### config.mk
export PLATFORM = sky130hd
export DESIGN_NAME = dft_frame_loader
export DESIGN_NICKNAME = d
export VERILOG_FILES = /design/src/rtl/dft_pkg.sv /design/src/rtl/window_shift_reg.sv /design/src/rtl/dft_frame_loader.sv
export SDC_FILE = /design/constraint.sdc
export NUM_CORES = 2
export LEC_CHECK = 0
export ABC_AREA = 0
export BUFFER_PORTS_ARGS = -buffer_cell sky130_fd_sc_hd__buf_2
export CAP_MARGIN = 0
export CORE_AREA = 4 4 389 391
export CTS_CLUSTER_DIAMETER = 60
export DETAILED_ROUTE_END_ITERATION = 8
export DIE_AREA = 0 0 393 395
export GPL_ROUTABILITY_DRIVEN = 0
export GPL_TIMING_DRIVEN = 0
export PLACE_DENSITY = 0.51
export SYNTH_ARGS = -nofsm -noshare
export SYNTH_HDL_FRONTEND = slang
export SYNTH_SLANG_ARGS = --single-unit
export TNS_END_PERCENT = 5
### constraint.sdc
create_clock -name clk -period 2.9 [get_ports clk]
set_clock_uncertainty 0.1 [all_clocks]
set_input_delay 0.145 -clock clk [delete_from_list [all_inputs] [get_ports clk]]
set_output_delay 0.145 -clock clk [all_outputs]
set_load 0.02 [all_outputs]
### src/rtl/dft_pkg.sv
// Shared types and widths for the DFT front end.
// Holds the loader state enum and the word/frame-counter widths.
package dft_pkg;

    localparam int WORD_W      = 32;
    localparam int FRAME_CNT_W = 16;

    typedef enum logic [1:0] {
        FILL = 2'd0,
        RUN  = 2'd1,
        GAP  = 2'd2
    } state_e;

endpackage

### src/rtl/window_shift_reg.sv
// SIZE-deep sample window; [0] oldest, [SIZE-1] newest.
// Ports: clk, rst (sync clear), shiftEn, din in; data[0:SIZE-1] out.
module window_shift_reg #(
    parameter int SIZE  = 28,
    parameter int WIDTH = 32
) (
    input  logic             clk,
    input  logic             rst,
    input  logic             shiftEn,
    input  logic [WIDTH-1:0] din,
    output logic [WIDTH-1:0] data [SIZE]
);

    logic [WIDTH-1:0] win_q [SIZE];

    always_ff @(posedge clk) begin
        if (rst) begin
            for (int i = 0; i < SIZE; i++) begin
                win_q[i] <= '0;
            end
        end else if (shiftEn) begin
            for (int i = 0; i < SIZE - 1; i++) begin
                win_q[i] <= win_q[i+1];
            end
            win_q[SIZE-1] <= din;
        end
    end

    assign data = win_q;

endmodule

### src/rtl/dft_frame_loader.sv
// Serial-to-window loader feeding the weighted-sum tree, one result per launch.
// Ports: clk, rst, flush, sampleValid/sample/sampleReady, data, dataIn/dataOut/result, outValid/outResult, frameCnt.
module dft_frame_loader
    import dft_pkg::*;
#(
    parameter int SIZE  = 28,
    parameter int HOP   = 14,
    parameter int WIDTH = WORD_W
) (
    input  logic                   clk,
    input  logic                   rst,
    input  logic                   flush,
    input  logic                   sampleValid,
    input  logic [WIDTH-1:0]       sample,
    output logic                   sampleReady,
    output logic [WIDTH-1:0]       data [SIZE],
    output logic                   dataIn,
    input  logic                   dataOut,
    input  logic [WIDTH-1:0]       result,
    output logic                   outValid,
    output logic [WIDTH-1:0]       outResult,
    output logic [FRAME_CNT_W-1:0] frameCnt
);

    localparam int CNT_W = $clog2(SIZE + 1);

    state_e                 state_q, state_d;
    logic [CNT_W-1:0]       cnt_q, cnt_d;
    logic [CNT_W-1:0]       cnt_inc;
    logic [CNT_W-1:0]       need;
    logic                   primed_q, primed_d;
    logic                   dataIn_q;
    logic                   outValid_q, outValid_d;
    logic [WIDTH-1:0]       outResult_q, outResult_d;
    logic [FRAME_CNT_W-1:0] frame_cnt_q, frame_cnt_d;
    logic                   accept;

    // Ready depends on state only, so upstream never sees a comb loop.
    assign sampleReady = (state_q == FILL);
    assign accept      = sampleReady && sampleValid;
    assign need        = primed_q ? CNT_W'(HOP) : CNT_W'(SIZE);
    assign cnt_inc     = cnt_q + 1'b1;

    window_shift_reg #(
        .SIZE  (SIZE),
        .WIDTH (WIDTH)
    ) u_win (
        .clk     (clk),
        .rst     (rst),
        .shiftEn (accept),
        .din     (sample),
        .data    (data)
    );

    always_comb begin
        state_d     = state_q;
        cnt_d       = cnt_q;
        primed_d    = primed_q;
        outValid_d  = 1'b0;
        outResult_d = outResult_q;
        frame_cnt_d = frame_cnt_q;
        unique case (state_q)
            FILL: begin
                if (flush) begin
                    // Stale history: restart the count, keeping a coincident sample.
                    primed_d = 1'b0;
                    cnt_d    = accept ? CNT_W'(1) : '0;
                end else if (accept) begin
                    if (cnt_inc == need) begin
                        state_d  = RUN;
                        cnt_d    = '0;
                        primed_d = 1'b1;
                    end else begin
                        cnt_d = cnt_inc;
                    end
                end
            end
            RUN: begin
                if (flush) begin
                    primed_d = 1'b0;
                    cnt_d    = '0;
                    state_d  = GAP;
                end else if (dataOut) begin
                    outValid_d  = 1'b1;
                    outResult_d = result;
                    frame_cnt_d = frame_cnt_q + 1'b1;
                    state_d     = GAP;
                end
            end
            GAP: begin
                // One idle cycle so the tree sees a fresh launch edge.
                state_d = FILL;
                if (flush) begin
                    primed_d = 1'b0;
                    cnt_d    = '0;
                end
            end
            default: begin
                state_d  = FILL;
                cnt_d    = '0;
                primed_d = 1'b0;
            end
        endcase
    end

    always_ff @(posedge clk) begin
        if (rst) begin
            state_q     <= FILL;
            cnt_q       <= '0;
            primed_q    <= 1'b0;
            dataIn_q    <= 1'b0;
            outValid_q  <= 1'b0;
            outResult_q <= '0;
            frame_cnt_q <= '0;
        end else begin
            state_q     <= state_d;
            cnt_q       <= cnt_d;
            primed_q    <= primed_d;
            dataIn_q    <= (state_d == RUN);
            outValid_q  <= outValid_d;
            outResult_q <= outResult_d;
            frame_cnt_q <= frame_cnt_d;
        end
    end

    assign dataIn    = dataIn_q;
    assign outValid  = outValid_q;
    assign outResult = outResult_q;
    assign frameCnt  = frame_cnt_q;

endmodule
# Word-level counts from Yosys, hierarchy flattened
# Cells that the tools add are included.
# totals
regBits	954
word_cells	72
output_inout_bits	947
# classes
addsub	2
n_bitwise	2
eq_ne	7
mux	19
n_reduce_logical	7
# op_table
operator	count
2-to-1 mux 5 bit	5
adder 16 x 1 -> 16 bit (second input constant)	1
2-to-1 mux 2 bit	5
case mux 5 bit (2 select lines)	1
2-to-1 mux 1 bit	6
inequality test 3 x 2 -> 1 bit (second input constant)	2
AND reduction 3 bit	2
adder 5 x 1 -> 5 bit (second input constant)	1
== test 5 bit	1
== test 2 x 1 -> 1 bit (second input constant)	2
case mux 2 bit (2 select lines)	1
OR reduction 3 bit	1
== test 2 bit (second input constant)	1
logical NOT 2 bit	1
inequality test 2 x 1 -> 1 bit (second input constant)	1
NOT 1 bit	2
case mux 1 bit (2 select lines)	1
AND reduction 2 bit	1
OR reduction 2 bit	1
logical AND 1 bit	1

# Logic depth before layout (Yosys ltp)
# depth
ltp_word	7
mapped_depth	10
ltp_nobuf	6

# Cells and area by module
# From an unflattened synthesis, not the netlist that was laid out.
# unflattened
cells_unflattened	3174
hier_area_um2	34012.6
# modules_own_cells
module	seq_area_each_um2	area_per_inst_um2	instances	cells_per_inst
window_shift_reg	17937.2	31640.3	1	2888
dft_frame_loader	1161.1	2372.3	1	286

# Worst setup path before layout
# OpenSTA, ideal clock, no wires.
# synth_timing
kind	register to register
start	register state_q[1]
end	register u_win.win_q (netlist bit u_win.data[256])
stages_incl_launch_ff	10
required_time_ns	2.730
setup_slack_ns	0.923
arrival_time_ns	1.807
period_less_slack_ns	1.977
cell_sequence	dfxtp_1 > inv_1 > ha_1 > buf_2 > and2_1 > buf_2 > clkbuf_1 > clkbuf_1 > nand2_1 > a21oi_1
# synth_between
elab_chain_cells	2
# synth_rtl
item	line	text
from (decl)	dft_frame_loader.sv:27	state_e state_q, state_d;
from (signal assigned)	dft_frame_loader.sv:116	state_q <= state_d;
logical NOT 2 bit	dft_frame_loader.sv:39	assign sampleReady = (state_q == FILL);
net sampleReady	dft_frame_loader.sv:15	output logic sampleReady,
logical AND 1 bit	dft_frame_loader.sv:40	assign accept = sampleReady && sampleValid;
to (signal, indexed assignment)	window_shift_reg.sv:23	win_q[i] <= win_q[i+1];
to (signal, indexed assignment)	window_shift_reg.sv:25	win_q[SIZE-1] <= din;
to (decl)	window_shift_reg.sv:14	logic [WIDTH-1:0] win_q [SIZE];
# The timed path passes the listed nets, and every way through them passes these cells.
# A chain may end at the register's enable or synchronous reset.

# Worst setup path in the final report
# layout_timing
start	register state_q[1]
end	register u_win.win_q (netlist bit u_win.data[323])
# layout_between
elab_chain_cells	2
# layout_rtl
item	line
logical NOT 2 bit	dft_frame_loader.sv:39
logical AND 1 bit	dft_frame_loader.sv:40
# Every way passes these cells.

==> out/results.txt <==
Clk root buf: clkbuf_16
Final Cell Area: 44700 um2
Post-CTS Setup Inserts: 0
PortBufs: 1014
DP Area: 40200 um2
Required time of the critical path: 3.41 ns
GRT met2 Usage: 35.2%
H-tree depth: 3
Worst Path Arrival: 3.28 ns
Sequential Area: 19100 um2
Hold Path Class: in2reg
WS Path Type: reg2reg
Final Cycle Share: 95.4%
CTS clk-pin slew, worst paths: 0.06 ns
Post-DRT Antenna Nets: 0
DRT iter0 DRCs: 2276
DR vias: 33900
CTS Sinks: 954
Clock network fraction of total power: 49.1%
Leakage: 18.0 nW
Met1 Usage GRT: 26.0%
Comb power frac: 4.6%
Sequential power share: 46.3%
Clock Path Buffers: 3
Top Ports: 1016
Worst Setup End Kind: register
Syn Inst Count: 4171
Core Util, Final: 30.3%
Initial antenna violation count: 18
Power per cell area: 637 nW/um2
Crit path max fanout: 10
CTS tree: yes
Final Hold Fails: 0
Synth unique cells: 38
Pin count of the biggest net entering global routing: 17
Slew headroom: 17.2%
Fmax: 362 MHz
RSZ-0062 raised after global routing: yes
Max Slew Vio Count: 0
Endpoints failing setup: 0
Area of the multi-input gates: 12400 um2
Hold Slack: 0.105 ns
Via/cell ratio: 4.58
Drt first pass iters: 5
Total power: 28.5 mW
Syn nets: 4244
Dpl cells: 7115
Routed WL: 175 mm
Final Net Count: 5439
Status: completed
CP Launch Type: register
Fin cells: 7394
Die Area: 155000 um2
Peak supply drop: 407 uV
Die height: 395 um
Layout cells sized above 1: 23.7%
Syn-to-layout area delta: 36.5%
Initial Util: 22.2%
CTS buffer count: 109
Post-synthesis sequential area ratio: 58.3%
DR DRC count: 0
Syn. warnings: 0
Synthesized area per cell: 7.85 um2
Worst-margin pin slew: 1.24 ns
Total grt overflow: 0
Clock Latency Late Sink: 0.73 ns
Cell row count: 141
MaxCap Viol Count: 0
Crit path time final: 2.77 ns
GR peak layer: met2
First-pass GRT wire length: 243 mm
Fillcell total: 16200
Switch Pwr: 6.94 mW
Routed len/inst: 23.7 um
Final HPWL DP: 142 mm
Vias in the first global route: 32300
Global Route Usage Sum: 21.6%
Number of synthesized register bits: 954
P_int: 21.6 mW
Die X: 393 um
Fraction of power spent switching nets: 24.4%
Core Region: 147000 um2
Mapped Area: 32800 um2
Met3 Track Usage GR: 6.61%
-- metal layers --
metal | up-vias | share of wire (%)
li1 | 15900 | -
met1 | 16300 | 40
met2 | 1367 | 46
met5 | - | 0.0057
met4 | 2 | 5.0
met3 | 272 | 9.0
-- cells in the final DEF, fill, tap and decap left out, types with 3 or more instances in the layout --
| cell type | instances |
|---|---|
| inv_1 | 4 |
| inv_6 | 4 |
| nor2_1 | 13 |
| clkinv_8 | 3 |
| diode_2 | 12 |
| inv_8 | 3 |
| clkbuf_4 | 8 |
| xor2_1 | 10 |
| o21ai_0 | 6 |
| dlygate4sd3_1 | 70 |
| clkinv_4 | 3 |
| buf_4 | 10 |
| bufinv_16 | 3 |
| buf_2 | 1079 |
| or4_1 | 4 |
| and3_1 | 3 |
| clkbuf_16 | 109 |
| nand4_1 | 5 |
| a21oi_1 | 941 |
| clkbuf_2 | 15 |
| o31ai_1 | 5 |
| clkinv_2 | 7 |
| o2111ai_1 | 3 |
| nand3_1 | 8 |
| buf_1 | 15 |
| dfxtp_1 | 954 |
| nand2_1 | 1868 |
| or3_1 | 3 |
| clkbuf_8 | 34 |
| ha_1 | 4 |
| clkbuf_1 | 227 |
-- synth_stat cells --
cell type     n  area share (%)
nand3_1       8            0.12
o221a_2       1           0.034
o21bai_1      1           0.023
nand4b_1      1           0.027
and2_1        1           0.019
or4_1         4           0.092
buf_1        21            0.24
xor2_1       10            0.27
xor2_4        1           0.084
or3_1         3           0.057
o31ai_1       5            0.11
nand2_1    1869              21
dfxtp_1     954              58
nand3b_1      1           0.023
a21o_1        1           0.023
o2111ai_1     3           0.080
nor4_1        1           0.019
inv_1         4           0.046
buf_2        74             1.1
clkbuf_1    220             2.5
a31oi_1       1           0.019
nor2b_1       2           0.038
ha_1          4            0.15
o21ai_0       6           0.092
a21oi_1     941              14
o21ba_2       1           0.031
nor4b_1       2           0.053
and3_1        3           0.057
nor3b_1       1           0.023
or4_4         1           0.034
xnor2_1       2           0.053
nor2_1       13            0.15
nand2b_1      1           0.019
nand4_1       5           0.095
o211ai_1      1           0.023
a41o_1        1           0.031
nand4_2       2           0.076
and3b_1       1           0.027
-- logic make-up (layout without fill, tap and decap cells) --
kind of cell / after synthesis / in the layout / synth area share, %
and+or+nand+nor: 1919 / 1919 / 22.4
AOI/OAI and AO/OA: 962 / 962 / 14.8
DFF: 954 / 954 / 58.3
buffers and inverters: 319 / 1600 / 3.94
xor gates and xnor gates: 13 / 13 / 0.405
adders and majority gates: 4 / 4 / 0.153
other: 0 / 12 / 0
-- what timing repair did --
action	CTS	global route
setup endpoints to repair	595	115
gates resized for setup	37	16
gates cloned	0	0
hold endpoints to repair	75	0
hold buffers	70	0
-- flip-flops by register name, indices dropped and copies added, names as in the netlist --
name,count
u_win.data,896
outResult,32
frameCnt,16
cnt_q,5
state_q,2
dataIn,1
outValid,1
primed_q,1
-- power groups by stage --
stage          clock network, mW  logic (mW)  registers [mW]
6_report                    14.0        1.30            13.2
5_1_grt                     14.8        1.41            13.2
4_1_cts                     14.3        1.30            13.2
3_5_place_dp                   0        1.21            13.5
3_3_place_gp                   0        1.21            13.5
2_1_floorplan                  0       0.576            13.5
-- per-stage QoR --
stage	setup WS, ns	TNS (ns)
6_report	0.134	0
5_1_grt	-0.0518	-0.419
4_1_cts	-0.00122	-0.00122
3_5_place_dp	-0.806	-122.91
3_3_place_gp	-0.990	-125.18
2_1_floorplan	0.923	0
-- final cells by class --
type                    instances  share of cell area, %
inverters                       4                 0.0336
clock buffers                 168                   7.35
multi-input cells            2898                   27.7
clock inverters                29                  0.859
repair buffers               1084                   12.9
flip-flops and latches        954                   42.7
well taps                    1930                   5.40
diodes                         12                 0.0671
plain buffers                 315                   3.02
-- worst paths after layout --
| check | from | endpoint | slack, ns | cells past startpoint |
|---|---|---|---|---|
| worst max-delay path | state_q[1] | u_win.data[323] | 0.13 | 9 |
| worst min register to register | outResult[13] | outResult[13] | 0.35 | 2 |
| worst max register to register | state_q[1] | u_win.data[323] | 0.13 | 9 |
| worst min-delay path | result[28] | outResult[28] | 0.11 | 4 |
-- critical path: stages (launching register included) --
cell and delay [ns]:
dfxtp_1 0.34, inv_1 0.09, ha_1 0.15, buf_2 0.20
and2_1 0.15, buf_2 0.22, clkbuf_1 0.66, clkbuf_1 0.42
nand2_1 0.15, a21oi_1 0.14
Note: power is estimated with default switching activity, not from simulation.
